File: config.mk
export PLATFORM = sky130hd
export DESIGN_NAME = ps2_host_tx_flat
export DESIGN_NICKNAME = d
export VERILOG_FILES = /design/src/rtl/ps2_host_tx_if.sv /design/src/rtl/ps2_host_tx.sv /design/src/flat_wrapper.sv
export SDC_FILE = /design/constraint.sdc
export NUM_CORES = 1
export LEC_CHECK = 0
export CAP_MARGIN = 20
export CORE_MARGIN = 8
export CORE_UTILIZATION = 51
export DETAILED_ROUTE_END_ITERATION = 10
export PLACE_DENSITY = 0.8
export REMOVE_ABC_BUFFERS = 1
export SETUP_SLACK_MARGIN = 0.15
export SYNTH_ARGS = -nofsm -noshare
export SYNTH_HDL_FRONTEND = slang
export SYNTH_SLANG_ARGS = --single-unit
File: constraint.sdc
create_clock -name clk -period 2.29 [get_ports clk]
set_clock_uncertainty 0.05 [all_clocks]
set_input_delay 0.458 -clock clk [delete_from_list [all_inputs] [get_ports clk]]
set_output_delay 0.458 -clock clk [all_outputs]
set_load 0.005 [all_outputs]
File: src/rtl/ps2_host_tx_if.sv
`default_nettype none
// ============================================================================
//  Module      : ps2_host_tx_if
//  Description : Command strobe, PS/2 line sense/drive and status signals
//                shared between the host transmitter and its user.
//  Revision    : 1.0  initial release
// ============================================================================
interface ps2_host_tx_if;
    logic       wr_ps2;
    logic [7:0] din;
    logic       ps2c_in;
    logic       ps2d_in;
    logic       ps2c_oe;
    logic       ps2d_oe;
    logic       tx_idle;
    logic       rx_inhibit;
    logic       tx_done_tick;
    logic       tx_err;

    modport master (
        output wr_ps2, din, ps2c_in, ps2d_in,
        input  ps2c_oe, ps2d_oe, tx_idle, rx_inhibit, tx_done_tick, tx_err
    );

    modport slave (
        input  wr_ps2, din, ps2c_in, ps2d_in,
        output ps2c_oe, ps2d_oe, tx_idle, rx_inhibit, tx_done_tick, tx_err
    );
endinterface
`default_nettype wire

File: src/rtl/ps2_host_tx.sv
`default_nettype none
// ============================================================================
//  Module      : ps2_host_tx
//  Description : Host-to-device PS/2 transmitter; sends one command byte to
//                the keyboard over the open-collector ps2c/ps2d lines.
//  Revision    : 1.0  initial release
// ============================================================================
module ps2_host_tx #(
    parameter int RTS_CYCLES     = 12000,
    parameter int TIMEOUT_CYCLES = 2000000,
    parameter int FILTER_LEN     = 8
) (
    input  wire logic    clk,
    input  wire logic    Reset,
    ps2_host_tx_if.slave bus
);

    localparam int c_fw = $clog2(FILTER_LEN + 1);
    localparam int c_rw = $clog2(RTS_CYCLES + 1);
    localparam int c_ww = $clog2(TIMEOUT_CYCLES + 1);

    localparam logic [c_fw-1:0] c_flt_last  = c_fw'(FILTER_LEN - 1);
    localparam logic [c_rw-1:0] c_rts_last  = c_rw'(RTS_CYCLES - 1);
    localparam logic [c_ww-1:0] c_tmo       = c_ww'(TIMEOUT_CYCLES);
    localparam logic [3:0]      c_last_data = 4'd9;

    typedef enum logic [2:0] {
        S_IDLE     = 3'd0,
        S_RTS      = 3'd1,
        S_START    = 3'd2,
        S_DATA     = 3'd3,
        S_ACK      = 3'd4,
        S_WAIT_REL = 3'd5
    } state_t;

    // index 0 = clock line, index 1 = data line
    logic [1:0] w_raw;
    logic [1:0] w_filt;
    assign w_raw = {bus.ps2d_in, bus.ps2c_in};

    for (genvar i = 0; i < 2; i++) begin : g_filt
        logic            r_s1;
        logic            r_s2;
        logic            r_filt;
        logic [c_fw-1:0] r_fcnt;

        always_ff @(posedge clk) begin
            if (!Reset) begin
                r_s1   <= 1'b1;
                r_s2   <= 1'b1;
                r_filt <= 1'b1;
                r_fcnt <= '0;
            end else begin
                r_s1 <= w_raw[i];
                r_s2 <= r_s1;
                if (r_s2 == r_filt) begin
                    r_fcnt <= '0;
                end else if (r_fcnt == c_flt_last) begin
                    r_filt <= r_s2;
                    r_fcnt <= '0;
                end else begin
                    r_fcnt <= r_fcnt + c_fw'(1);
                end
            end
        end

        assign w_filt[i] = r_filt;
    end

    state_t          r_state, w_state_n;
    logic [8:0]      r_sh, w_sh_n;
    logic [3:0]      r_n, w_n_n;
    logic [c_rw-1:0] r_rts, w_rts_n;
    logic [c_ww-1:0] r_wd, w_wd_n;
    logic            r_dbit, w_dbit_n;
    logic            r_c_prev;
    logic            r_c_oe, r_d_oe, r_idle;
    logic            w_fall, w_busy, w_done, w_err;

    assign w_fall = r_c_prev & ~w_filt[0];
    assign w_busy = (r_state == S_START) || (r_state == S_DATA) ||
                    (r_state == S_ACK)   || (r_state == S_WAIT_REL);

    always_ff @(posedge clk) begin
        if (!Reset) begin
            r_state  <= S_IDLE;
            r_sh     <= '0;
            r_n      <= '0;
            r_rts    <= '0;
            r_wd     <= '0;
            r_dbit   <= 1'b0;
            r_c_prev <= 1'b1;
            r_c_oe   <= 1'b0;
            r_d_oe   <= 1'b0;
            r_idle   <= 1'b1;
        end else begin
            r_state  <= w_state_n;
            r_sh     <= w_sh_n;
            r_n      <= w_n_n;
            r_rts    <= w_rts_n;
            r_wd     <= w_wd_n;
            r_dbit   <= w_dbit_n;
            r_c_prev <= w_filt[0];
            // line enables registered from the next state so they never glitch
            r_c_oe   <= (w_state_n == S_RTS);
            r_d_oe   <= (w_state_n == S_START) || ((w_state_n == S_DATA) && w_dbit_n);
            r_idle   <= (w_state_n == S_IDLE);
        end
    end

    always_comb begin
        w_state_n = r_state;
        w_sh_n    = r_sh;
        w_n_n     = r_n;
        w_rts_n   = r_rts;
        w_wd_n    = w_busy ? (r_wd + c_ww'(1)) : '0;
        w_dbit_n  = r_dbit;
        w_done    = 1'b0;
        w_err     = 1'b0;

        if (w_busy && (r_wd == c_tmo)) begin
            w_err     = 1'b1;
            w_state_n = S_IDLE;
        end else begin
            case (r_state)
                S_IDLE: begin
                    if (bus.wr_ps2) begin
                        w_sh_n    = {~^bus.din, bus.din};
                        w_n_n     = '0;
                        w_rts_n   = '0;
                        w_state_n = S_RTS;
                    end
                end
                S_RTS: begin
                    if (r_rts == c_rts_last) begin
                        w_state_n = S_START;
                    end else begin
                        w_rts_n = r_rts + c_rw'(1);
                    end
                end
                S_START: begin
                    if (w_fall) begin
                        w_dbit_n  = ~r_sh[0];
                        w_sh_n    = {1'b0, r_sh[8:1]};
                        w_n_n     = 4'd1;
                        w_state_n = S_DATA;
                    end
                end
                S_DATA: begin
                    if (w_fall) begin
                        w_n_n = r_n + 4'd1;
                        if (r_n == c_last_data) begin
                            w_dbit_n  = 1'b0;
                            w_state_n = S_ACK;
                        end else begin
                            w_dbit_n = ~r_sh[0];
                            w_sh_n   = {1'b0, r_sh[8:1]};
                        end
                    end
                end
                S_ACK: begin
                    if (w_fall) begin
                        w_n_n = r_n + 4'd1;
                        if (!w_filt[1]) begin
                            w_state_n = S_WAIT_REL;
                        end else begin
                            w_err     = 1'b1;
                            w_state_n = S_IDLE;
                        end
                    end
                end
                S_WAIT_REL: begin
                    if (w_filt[0] && w_filt[1]) begin
                        w_done    = 1'b1;
                        w_state_n = S_IDLE;
                    end
                end
                default: w_state_n = S_IDLE;
            endcase
        end
    end

    assign bus.ps2c_oe      = r_c_oe;
    assign bus.ps2d_oe      = r_d_oe;
    assign bus.tx_idle      = r_idle;
    assign bus.rx_inhibit   = ~r_idle;
    assign bus.tx_done_tick = w_done;
    assign bus.tx_err       = w_err;

endmodule
`default_nettype wire

File: src/flat_wrapper.sv
// flat-port wrapper written by rule: the top's interface ports become plain ports
module ps2_host_tx_flat 
#(
    parameter int RTS_CYCLES     = 12000,
    parameter int TIMEOUT_CYCLES = 2000000,
    parameter int FILTER_LEN     = 8
)
  (clk, Reset, bus_wr_ps2, bus_din, bus_ps2c_in, bus_ps2d_in, bus_ps2c_oe, bus_ps2d_oe, bus_tx_idle, bus_rx_inhibit, bus_tx_done_tick, bus_tx_err);
  ps2_host_tx_if bus_i ();
  input  wire logic clk;
  input  wire logic Reset;
  input wire logic [$bits(bus_i.wr_ps2)-1:0] bus_wr_ps2;
  input wire logic [$bits(bus_i.din)-1:0] bus_din;
  input wire logic [$bits(bus_i.ps2c_in)-1:0] bus_ps2c_in;
  input wire logic [$bits(bus_i.ps2d_in)-1:0] bus_ps2d_in;
  output wire logic [$bits(bus_i.ps2c_oe)-1:0] bus_ps2c_oe;
  output wire logic [$bits(bus_i.ps2d_oe)-1:0] bus_ps2d_oe;
  output wire logic [$bits(bus_i.tx_idle)-1:0] bus_tx_idle;
  output wire logic [$bits(bus_i.rx_inhibit)-1:0] bus_rx_inhibit;
  output wire logic [$bits(bus_i.tx_done_tick)-1:0] bus_tx_done_tick;
  output wire logic [$bits(bus_i.tx_err)-1:0] bus_tx_err;
  assign bus_i.wr_ps2 = bus_wr_ps2;
  assign bus_i.din = bus_din;
  assign bus_i.ps2c_in = bus_ps2c_in;
  assign bus_i.ps2d_in = bus_ps2d_in;
  assign bus_ps2c_oe = bus_i.ps2c_oe;
  assign bus_ps2d_oe = bus_i.ps2d_oe;
  assign bus_tx_idle = bus_i.tx_idle;
  assign bus_rx_inhibit = bus_i.rx_inhibit;
  assign bus_tx_done_tick = bus_i.tx_done_tick;
  assign bus_tx_err = bus_i.tx_err;
  ps2_host_tx #(.RTS_CYCLES(RTS_CYCLES), .TIMEOUT_CYCLES(TIMEOUT_CYCLES), .FILTER_LEN(FILTER_LEN)) u_core (.clk(clk), .Reset(Reset), .bus(bus_i));
endmodule
==> flow_summary.ini, run 1 <==
[final_layout]
layout_common_cells = 65 x dfxtp_1, 50 x nor2_1, 34 x buf_4
multi_input_area_sq_mm = 0.001923
layout_commonest_cell = dfxtp_1
final_nets = 455
n_antenna_cell = 0
drive_gt1_share_pct = 20.91
seqCellArea_sq_mm = 0.001408
stdcell_count = 520
area_growth_pct = 21.67
fillCellCount = 535

[pwr]
switching_share_pct = 22.30
seq_power_share_pct = 49.7
pwr-share-clk_pct = 43.9
power_leakage_uw = 0.001505
ir_worst_vdd_mv = 0.3688
p_int_uw = 1967
total_power_uw = 2531
p_comb_share_pct = 6.4
switchingPower_uw = 564.4
p_per_area_mw_per_mm2 = 607.6

[sta]
max_freq_mhz = 439.3
min_period_ns = 2.277
finalHoldViolations = 0
fin_crit_sh_pct = 99.41
slew_headroom_pct = 67.89
grt_setup_unrepaired = yes
final_max_slew_viol_count = 0
setup_viol = 0
max_slew.worst_pin.slew_ns = 0.4773

[clock_tree]
max-clock-path-buffers = 2
clkLatencyLatePin_ns = 0.35
cts_tree = done
cts.reportedPaths.clkPinSlew_ns = 0.08
numCtsBuffers = 9
cts_root_buf = clkbuf_8
htree_levels = 3
clkSinkCount = 70

[detailed_routing]
via_count = 2860
drt_iter0_markers = 110
drtPass1Iterations = 5
wl_per_cell_um = 13.79
wirelength_mm = 7.172
drcViolationCount = 0
drtAntennaViolNets = 0
via_per_inst = 5.500

[placed_design]
gp_congestion = 0.8556
dp_cells = 500
portBuffers = 18
place_hpwl_mm = 5.019

[yosys]
ys.flop_type = dfxtp_1
yosys_warnings = 0
synthTopCellsByArea = dfxtp_1 41%, xor2_1 6.1%, nor2_1 5.6%
synth.distinct_cells = 57
synthesis.area_sq_mm = 0.003425
ys_async_sr_fraction_pct = 0
synth.yosys.seq_area_share_pct = 40.92
synth_top_cell_by_area = dfxtp_1
synth_cells = 383
synth-edff-count = 0
synth_area_per_cell_sq_um = 8.941
synth_top_area_share_pct = 40.92
ys_seq_elements = 70

[die]
initial_core_util_pct = 51.54
pin_count = 19
dieWidth_um = 97.95
rows = 30
die_area_sq_mm = 0.009593
die_h_um = 97.95
coreArea_sq_mm = 0.006644

[global_route]
grt_pass1_wl_mm = 12.59
grt_max_degree = 22
first_global_vias = 2831
track_usage_pct = 15.89
antenna_found_initial = 0
overflow = 0

[setup_path]
crit_fanout = 3
arrival_ns = 1.77
cp-end-kind = primary output
cp_data_required_time_ns = 1.78
cp-start-kind = flip-flop
path_class = flip-flop to primary output

[flow_run]
maxCapViolations = 0

[outcome]
outcome = finished, final reports clean

[worst_hold_path]
hp-class = flip-flop to flip-flop
## per-layer routing
metal	vias up	track usage (%)	wire, um
li1	1459	-	-
met3	10	3.912	214
met2	41	27.08	3614
met5	-	0	0
met4	0	7.074	104
met1	1350	18.36	3238
## power by group through the flow
stage          clock network, uW  logic [uW]  registers (uW)
2_1_floorplan                  0        90.8            1280
3_3_place_gp                   0         156            1290
3_5_place_dp                   0         160            1290
4_1_cts                     1130         162            1260
5_1_grt                     1200         178            1260
6_report                    1110         161            1260
## synth_stat cells (all sizes together), types with 2 or more instances
| cell type | n |
|---|---|
| inv | 15 |
| nor2b | 2 |
| and4 | 4 |
| a311oi | 8 |
| and2 | 5 |
| nand4 | 13 |
| mux2i | 3 |
| nor2 | 53 |
| nand3 | 22 |
| a31o | 3 |
| or3 | 5 |
| a21oi | 16 |
| and3 | 3 |
| xor2 | 24 |
| buf | 7 |
| xnor2 | 15 |
| or4 | 6 |
| nand2b | 9 |
| a22oi | 2 |
| ha | 7 |
| o31ai | 3 |
| dfxtp | 70 |
| nor3 | 4 |
| nor4 | 6 |
| nand2 | 35 |
| clkbuf | 6 |
| and2b | 2 |
| nand3b | 6 |
| o21ai | 14 |
## through the flow
stage | hold slack (ns) | area, sq um | worst slack, ns | setup TNS [ns] | util [%]
after floorplan | 0.3363 | 3313 | -0.04934 | -0.9013 | -
after global placement | 0.3500 | 3846 | -0.008757 | -0.008757 | 57.89
after detailed placement | 0.3465 | 3846 | -0.02506 | -0.03055 | 57.89
after CTS | 0.3702 | 4114 | -0.05901 | -0.06839 | 61.92
after global routing | 0.3937 | 4167 | -0.1120 | -0.1716 | 62.71
final | 0.3654 | 4167 | 0.01342 | 0 | 62.71
## repair_timing
action                                  in CTS  in global routing
endpoints found under the setup margin       2                 16
hold buffers                                 0                  0
gates resized for setup                     21                  8
setup buffers                                2                  2
pin swaps                                    4                  6
## worst max-delay path, cell delays in order, from the launching register on
cell	delay (ns)
dfxtp_1	0.34
nor4bb_2	0.38
nand4_1	0.27
nor2_4	0.20
a31o_2	0.12
buf_2	0.11
## cells by family after synthesis
family / synth area share, %
xor gates and xnor gates: 9.974
and+or+nand+nor: 28.64
adders and majority gates: 2.557
AOI/OAI and AO/OA: 12.13
muxes: 0.8769
buffers and inverters: 4.896
DFF: 40.92
## registers in the layout, summed over array words and instances (netlist names)
signal,cells
u_core.r_wd,21
u_core.r_rts,14
u_core.r_sh,9
u_core.g_filt.r_fcnt,8
u_core.r_n,4
u_core.r_state,3
u_core.g_filt.r_filt,2
u_core.g_filt.r_s1,2
u_core.g_filt.r_s2,2
u_core.bus.ps2c_oe,1
u_core.bus.ps2d_oe,1
u_core.bus.tx_idle,1
u_core.r_c_prev,1
u_core.r_dbit,1
## worst paths after layout
path | from | endpoint | slack [ns] | cells after the start
worst max-delay path | u_core.r_wd[15] | bus_tx_err | 0.01 | 5
worst min-delay path | u_core.g_filt[0].r_s1 | u_core.g_filt[0].r_s2 | 0.37 | 1
worst max register to register | u_core.r_wd[0] | u_core.r_n[0] | 0.20 | 10
worst min register to register | u_core.g_filt[0].r_s1 | u_core.g_filt[0].r_s2 | 0.37 | 1
## final cells by class
class	instances	share of cell area (%)
clock inverter	6	2.042
tap	80	2.402
clock buffer	10	3.303
multi-input combinational	285	46.16
timing repair buffer	54	10.96
inverter	15	1.351
sequential	70	33.78
No activity file was read; power rests on OpenSTA's default activity.
==> inputs of run 2 (changes only) <==
--- a/config.mk
+++ b/config.mk
@@ -7,9 +7,9 @@
 export LEC_CHECK = 0
 export CAP_MARGIN = 20
 export CORE_MARGIN = 8
-export CORE_UTILIZATION = 51
+export CORE_UTILIZATION = 30
 export DETAILED_ROUTE_END_ITERATION = 10
-export PLACE_DENSITY = 0.8
+export PLACE_DENSITY = 0.52
 export REMOVE_ABC_BUFFERS = 1
 export SETUP_SLACK_MARGIN = 0.15
 export SYNTH_ARGS = -nofsm -noshare
==> flow_summary.ini, run 2 (synthesis results as in run 1) <==
[pwr]
power_leakage_uw = 0.001562
ir_worst_vdd_mv = 0.3159
p_per_area_mw_per_mm2 = 622.0

[final_layout]
top_regs = u_core.r_wd: 21 flops, u_core.r_rts: 14 flops, u_core.r_sh: 9 flops
n_antenna_cell = 0
final_nets = 461
stdcell_count = 588
regMostFlops = u_core.r_wd
finish.utilization_pct = 38.64
area_growth_pct = 27.18
layout_commonest_cell = dfxtp_1
layout_common_cells = 65 x dfxtp_1, 50 x nor2_1, 40 x buf_4
fillCellCount = 1143
drive_gt1_share_pct = 21.57
largest_reg_flops = 21

[detailed_routing]
drt_iter0_markers = 115
drtAntennaViolNets = 0
drtPass1Iterations = 4
drt-met1-wl_mm = 3.519
via_count = 2817
wirelength_mm = 7.326
wl_per_cell_um = 12.46
dr_wl_met2_mm = 3.441
wl_met3_um = 275
via_per_inst = 4.791
drcViolationCount = 0
top_layer_used = met4

[sta]
min_period_ns = 2.280
final_max_slew_viol_count = 0
grt_setup_unrepaired = yes
finalHoldViolations = 0
setup_viol = 0
max_freq_mhz = 438.5
slew_headroom_pct = 62.88
fin_crit_sh_pct = 99.58
max_slew.worst_pin.slew_ns = 0.5518

[die]
dieWidth_um = 122.8
coreArea_sq_mm = 0.01127
pin_count = 19
initial_core_util_pct = 30.38
rows = 39
die_area_sq_mm = 0.01509
die_h_um = 122.8

[worst_hold_path]
min_from = u_core.g_filt[0].r_s1
min_to = u_core.g_filt[0].r_s2
hp-class = flip-flop to flip-flop
min_path_cells = 1

[placed_design]
place_hpwl_mm = 5.171
portBuffers = 18
dp_cells = 569
gp_congestion = 0.7848

[setup_path]
cp-start-kind = flip-flop
reg2reg_depth = 8
path_class = flip-flop to primary output
r2r_start = u_core.r_n[1]
cp-end-kind = primary output
cp_num_buf_inv = 3
cp_data_required_time_ns = 1.78
cpPeakStageDelay_ns = 0.32
rrSetupSlack_ns = 0.33
timing.rr.end = u_core.r_sh[3]
slowest_stage = dfxtp_1
path_delay_family = simple AND/OR/NAND/NOR gates
cp_cell_sequence = nor4_2 > buf_4 > nand4_1 > nor2_4 > buf_6 > nor3_2 > buf_2
arrival_ns = 1.77
crit_fanout = 2

[flow_run]
maxCapViolations = 0

[clock_tree]
cts_tree = done
clkLatencyLatePin_ns = 0.33
htree_levels = 3
clkSinkCount = 70
cts_root_buf = clkbuf_16
numCtsBuffers = 9
hold_buffers = 0
cts.reportedPaths.clkPinSlew_ns = 0.05
max-clock-path-buffers = 2

[outcome]
outcome = finished, final reports clean

[global_route]
antenna_found_initial = 0
track_usage_pct = 10.49
grt_pass1_wl_mm = 12.62
overflow = 0
grt_max_degree = 22
first_global_vias = 2744
==> run 2: worst max path at each step <==
stage	startpoint	to	slack [ns]	cells after the start
finish	u_core.r_wd[5]	bus_tx_done_tick	0.01	7
detailed placement	u_core.r_wd[5]	bus_tx_err	-0.08	6
CTS	u_core.r_wd[5]	bus_tx_err	-0.03	6
global placement	u_core.r_wd[5]	bus_tx_err	-0.06	6
floorplan	u_core.r_state[2]	u_core.r_wd[10]	-0.05	3
global route	u_core.r_wd[8]	bus_tx_done_tick	-0.07	7
==> run 2: report_power, final <==
| group | leakage (uW) | internal, uW | switching, uW |
|---|---|---|---|
| Clock | 0.000131 | 783 | 505 |
| Combinational | 0.000860 | 86.1 | 74.3 |
| Sequential | 0.000571 | 1240 | 16.4 |
==> run 2: what timing repair did <==
| action | 4_1_cts | 5_1_grt |
|---|---|---|
| buffers inserted | 3 | 1 |
| gates resized for setup | 24 | 6 |
| endpoints found under the setup margin | 2 | 7 |
| pin swaps | 4 | 3 |
==> run 2: metrics by stage <==
step / TNS (ns) / area [sq um] / hold WS, ns / worst slack (ns) / total power, uW
6_report: 0 / 4355 / 0.3607 / 0.009567 / 2709
5_1_grt: -0.07346 / 4355 / 0.3744 / -0.07346 / 2815
4_1_cts: -0.03087 / 4328 / 0.3686 / -0.03087 / 2752
3_5_place_dp: -0.08495 / 3970 / 0.3421 / -0.08495 / 1448
3_3_place_gp: -0.05601 / 3970 / 0.3474 / -0.05601 / 1447
2_1_floorplan: -0.9013 / 3313 / 0.3363 / -0.04934 / 1375
==> run 2: layout make-up <==
type	count	area [sq um]	area share [%]
Inverter	15	56.30	1.293
Clock buffer	12	256.5	5.889
Multi-Input combinational cell	285	1928	44.27
Clock inverter	3	20.02	0.4596
Timing Repair Buffer	60	508.0	11.66
Tap cell	143	178.9	4.108
Sequential cell	70	1408	32.32
==> run 2: per-layer routing <==
metal / global-route usage [%] / up-vias
met5: 0 / -
met4: 4.570 / 0
met3: 3.128 / 8
met2: 17.19 / 38
met1: 12.48 / 1310
li1: - / 1461
==> inputs of run 3 (changes only) <==
--- a/config.mk
+++ b/config.mk
@@ -7,9 +7,9 @@
 export LEC_CHECK = 0
 export CAP_MARGIN = 20
 export CORE_MARGIN = 8
-export CORE_UTILIZATION = 30
+export CORE_UTILIZATION = 40
 export DETAILED_ROUTE_END_ITERATION = 10
-export PLACE_DENSITY = 0.52
+export PLACE_DENSITY = 0.63
 export REMOVE_ABC_BUFFERS = 1
 export SETUP_SLACK_MARGIN = 0.15
 export SYNTH_ARGS = -nofsm -noshare
==> flow_summary.ini, run 3 (synthesis results as in run 1) <==
[detailed_routing]
via_count = 2823
wl_per_cell_um = 12.83
via_per_inst = 5.189
drt_iter0_markers = 85
drtAntennaViolNets = 0
drcViolationCount = 0
wirelength_mm = 6.982
drtPass1Iterations = 4

[setup_path]
path_class = flip-flop to primary output
arrival_ns = 1.69
rrSetupSlack_ns = 0.31
cp_num_buf_inv = 2
path_delay_family = simple AND/OR/NAND/NOR gates
r2r_start = u_core.r_wd[5]
cp-start-kind = flip-flop
crit_fanout = 3
timing.rr.end = u_core.r_n[0]
cpPeakStageDelay_ns = 0.31
slowest_stage = dfxtp_1
cp_cell_sequence = nor4_1 > buf_4 > nand4_1 > nor2_4 > a31o_2 > buf_2
reg2reg_depth = 8
cp_data_required_time_ns = 1.78
cp-end-kind = primary output

[sta]
max_slew.worst_pin.slew_ns = 0.5169
grt_setup_unrepaired = yes
final_max_slew_viol_count = 0
min_period_ns = 2.200
finalHoldViolations = 0
fin_crit_sh_pct = 96.07
max_freq_mhz = 454.5
setup_viol = 0
slew_headroom_pct = 65.22

[pwr]
pwr-share-clk_pct = 38.5
ir_worst_vdd_mv = 0.3094
power_leakage_uw = 0.001483
total_power_uw = 2304
p_comb_share_pct = 6.9
switching_share_pct = 24.21
p_int_uw = 1746
seq_power_share_pct = 54.6
switchingPower_uw = 557.8
p_per_area_mw_per_mm2 = 558.9

[clock_tree]
cts.reportedPaths.clkPinSlew_ns = 0.07
cts_tree = done
cts_root_buf = clkbuf_8
clkLatencyLatePin_ns = 0.35
hold_buffers = 0
htree_levels = 3
clkSinkCount = 70
max-clock-path-buffers = 2
numCtsBuffers = 9

[die]
pin_count = 19
die_area_sq_mm = 0.01178
rows = 33
initial_core_util_pct = 41.47
coreArea_sq_mm = 0.008258
dieWidth_um = 108.5
die_h_um = 108.5

[final_layout]
layout_common_cells = 66 x dfxtp_1, 50 x nor2_1, 34 x buf_4
layout_commonest_cell = dfxtp_1
finalInstanceArea_sq_mm = 0.004121
area_growth_pct = 20.35
final_nets = 454
regMostFlops = u_core.r_wd
finish.utilization_pct = 49.91
top_regs = u_core.r_wd: 21 flops, u_core.r_rts: 14 flops, u_core.r_sh: 9 flops
largest_reg_flops = 21
n_antenna_cell = 0
drive_gt1_share_pct = 20.05

[placed_design]
place_hpwl_mm = 4.962
placed_area_sq_mm = 0.003885
portBuffers = 18
gp_congestion = 0.7925

[global_route]
track_usage_pct = 12.85
grt_pass1_wl_mm = 12.21
first_global_vias = 2774
overflow = 0
grt_max_degree = 22
antenna_found_initial = 0

[worst_hold_path]
hp-class = flip-flop to flip-flop
min_to = u_core.g_filt[1].r_s2
min_path_cells = 1
min_from = u_core.g_filt[1].r_s1

[flow_run]
maxCapViolations = 0

[outcome]
outcome = finished, final reports clean
run 3: per-layer routing:
layer,up-vias,routed length (um),GRT usage (%)
li1,1451,-,-
met1,1316,3161,14.78
met2,52,3450,21.49
met3,4,299,4.283
met4,0,70,5.181
met5,-,0,0
run 3: how the worst max path moves through the flow:
| stage | startpoint | end | slack (ns) | cells after the start |
|---|---|---|---|---|
| floorplan | u_core.r_state[2] | u_core.r_wd[10] | -0.05 | 3 |
| global placement | u_core.r_wd[15] | bus_tx_err | -0.08 | 6 |
| detailed placement | u_core.r_wd[15] | bus_tx_err | -0.05 | 6 |
| global route | u_core.r_wd[8] | bus_tx_err | -0.04 | 6 |
| CTS | u_core.r_wd[1] | bus_tx_err | -0.06 | 7 |
| finish | u_core.r_wd[5] | bus_tx_err | 0.09 | 6 |
run 3: per-stage QoR:
step           setup slack (ns)  TNS [ns]  instances  hold WS [ns]
3_5_place_dp           -0.04773  -0.08655        526        0.3472
3_3_place_gp           -0.07520  -0.07520        526        0.3472
6_report                0.08993         0        544        0.3644
2_1_floorplan          -0.04934   -0.9013        370        0.3363
4_1_cts                -0.06459  -0.09998        542        0.3706
5_1_grt                -0.04289  -0.04826        544        0.3910
run 3: worst reg2reg max path, cell delays in order (launching register included):
cell	delay [ns]
dfxtp_1	0.31
nor4_1	0.30
buf_4	0.17
nand4_1	0.17
buf_4	0.19
buf_4	0.14
o22ai_4	0.23
nor2_1	0.08
o221a_1	0.23
run 3: final cells by class:
| type | instances | area, sq um |
|---|---|---|
| Multi-Input combinational cell | 285 | 1907 |
| Sequential cell | 70 | 1406 |
| Fill cell | 816 | 4136 |
| Inverter | 15 | 56.30 |
| Timing Repair Buffer | 53 | 445.4 |
| Clock buffer | 10 | 137.6 |
| Clock inverter | 6 | 37.54 |
| Tap cell | 105 | 131.4 |
run 3: power groups by stage:
stage	logic [uW]	clock network (uW)	registers (uW)
after floorplan	90.8	0	1280
after global placement	159	0	1290
after detailed placement	162	0	1290
after CTS	163	920	1260
after global routing	178	982	1260
final	160	886	1260
run 3: what timing repair did:
action                                  4_1_cts  5_1_grt
buffers inserted                              0        2
gates resized for setup                      19        5
endpoints found under the setup margin        2       12
endpoints found under the hold margin         0        0
pin swaps                                     5        5
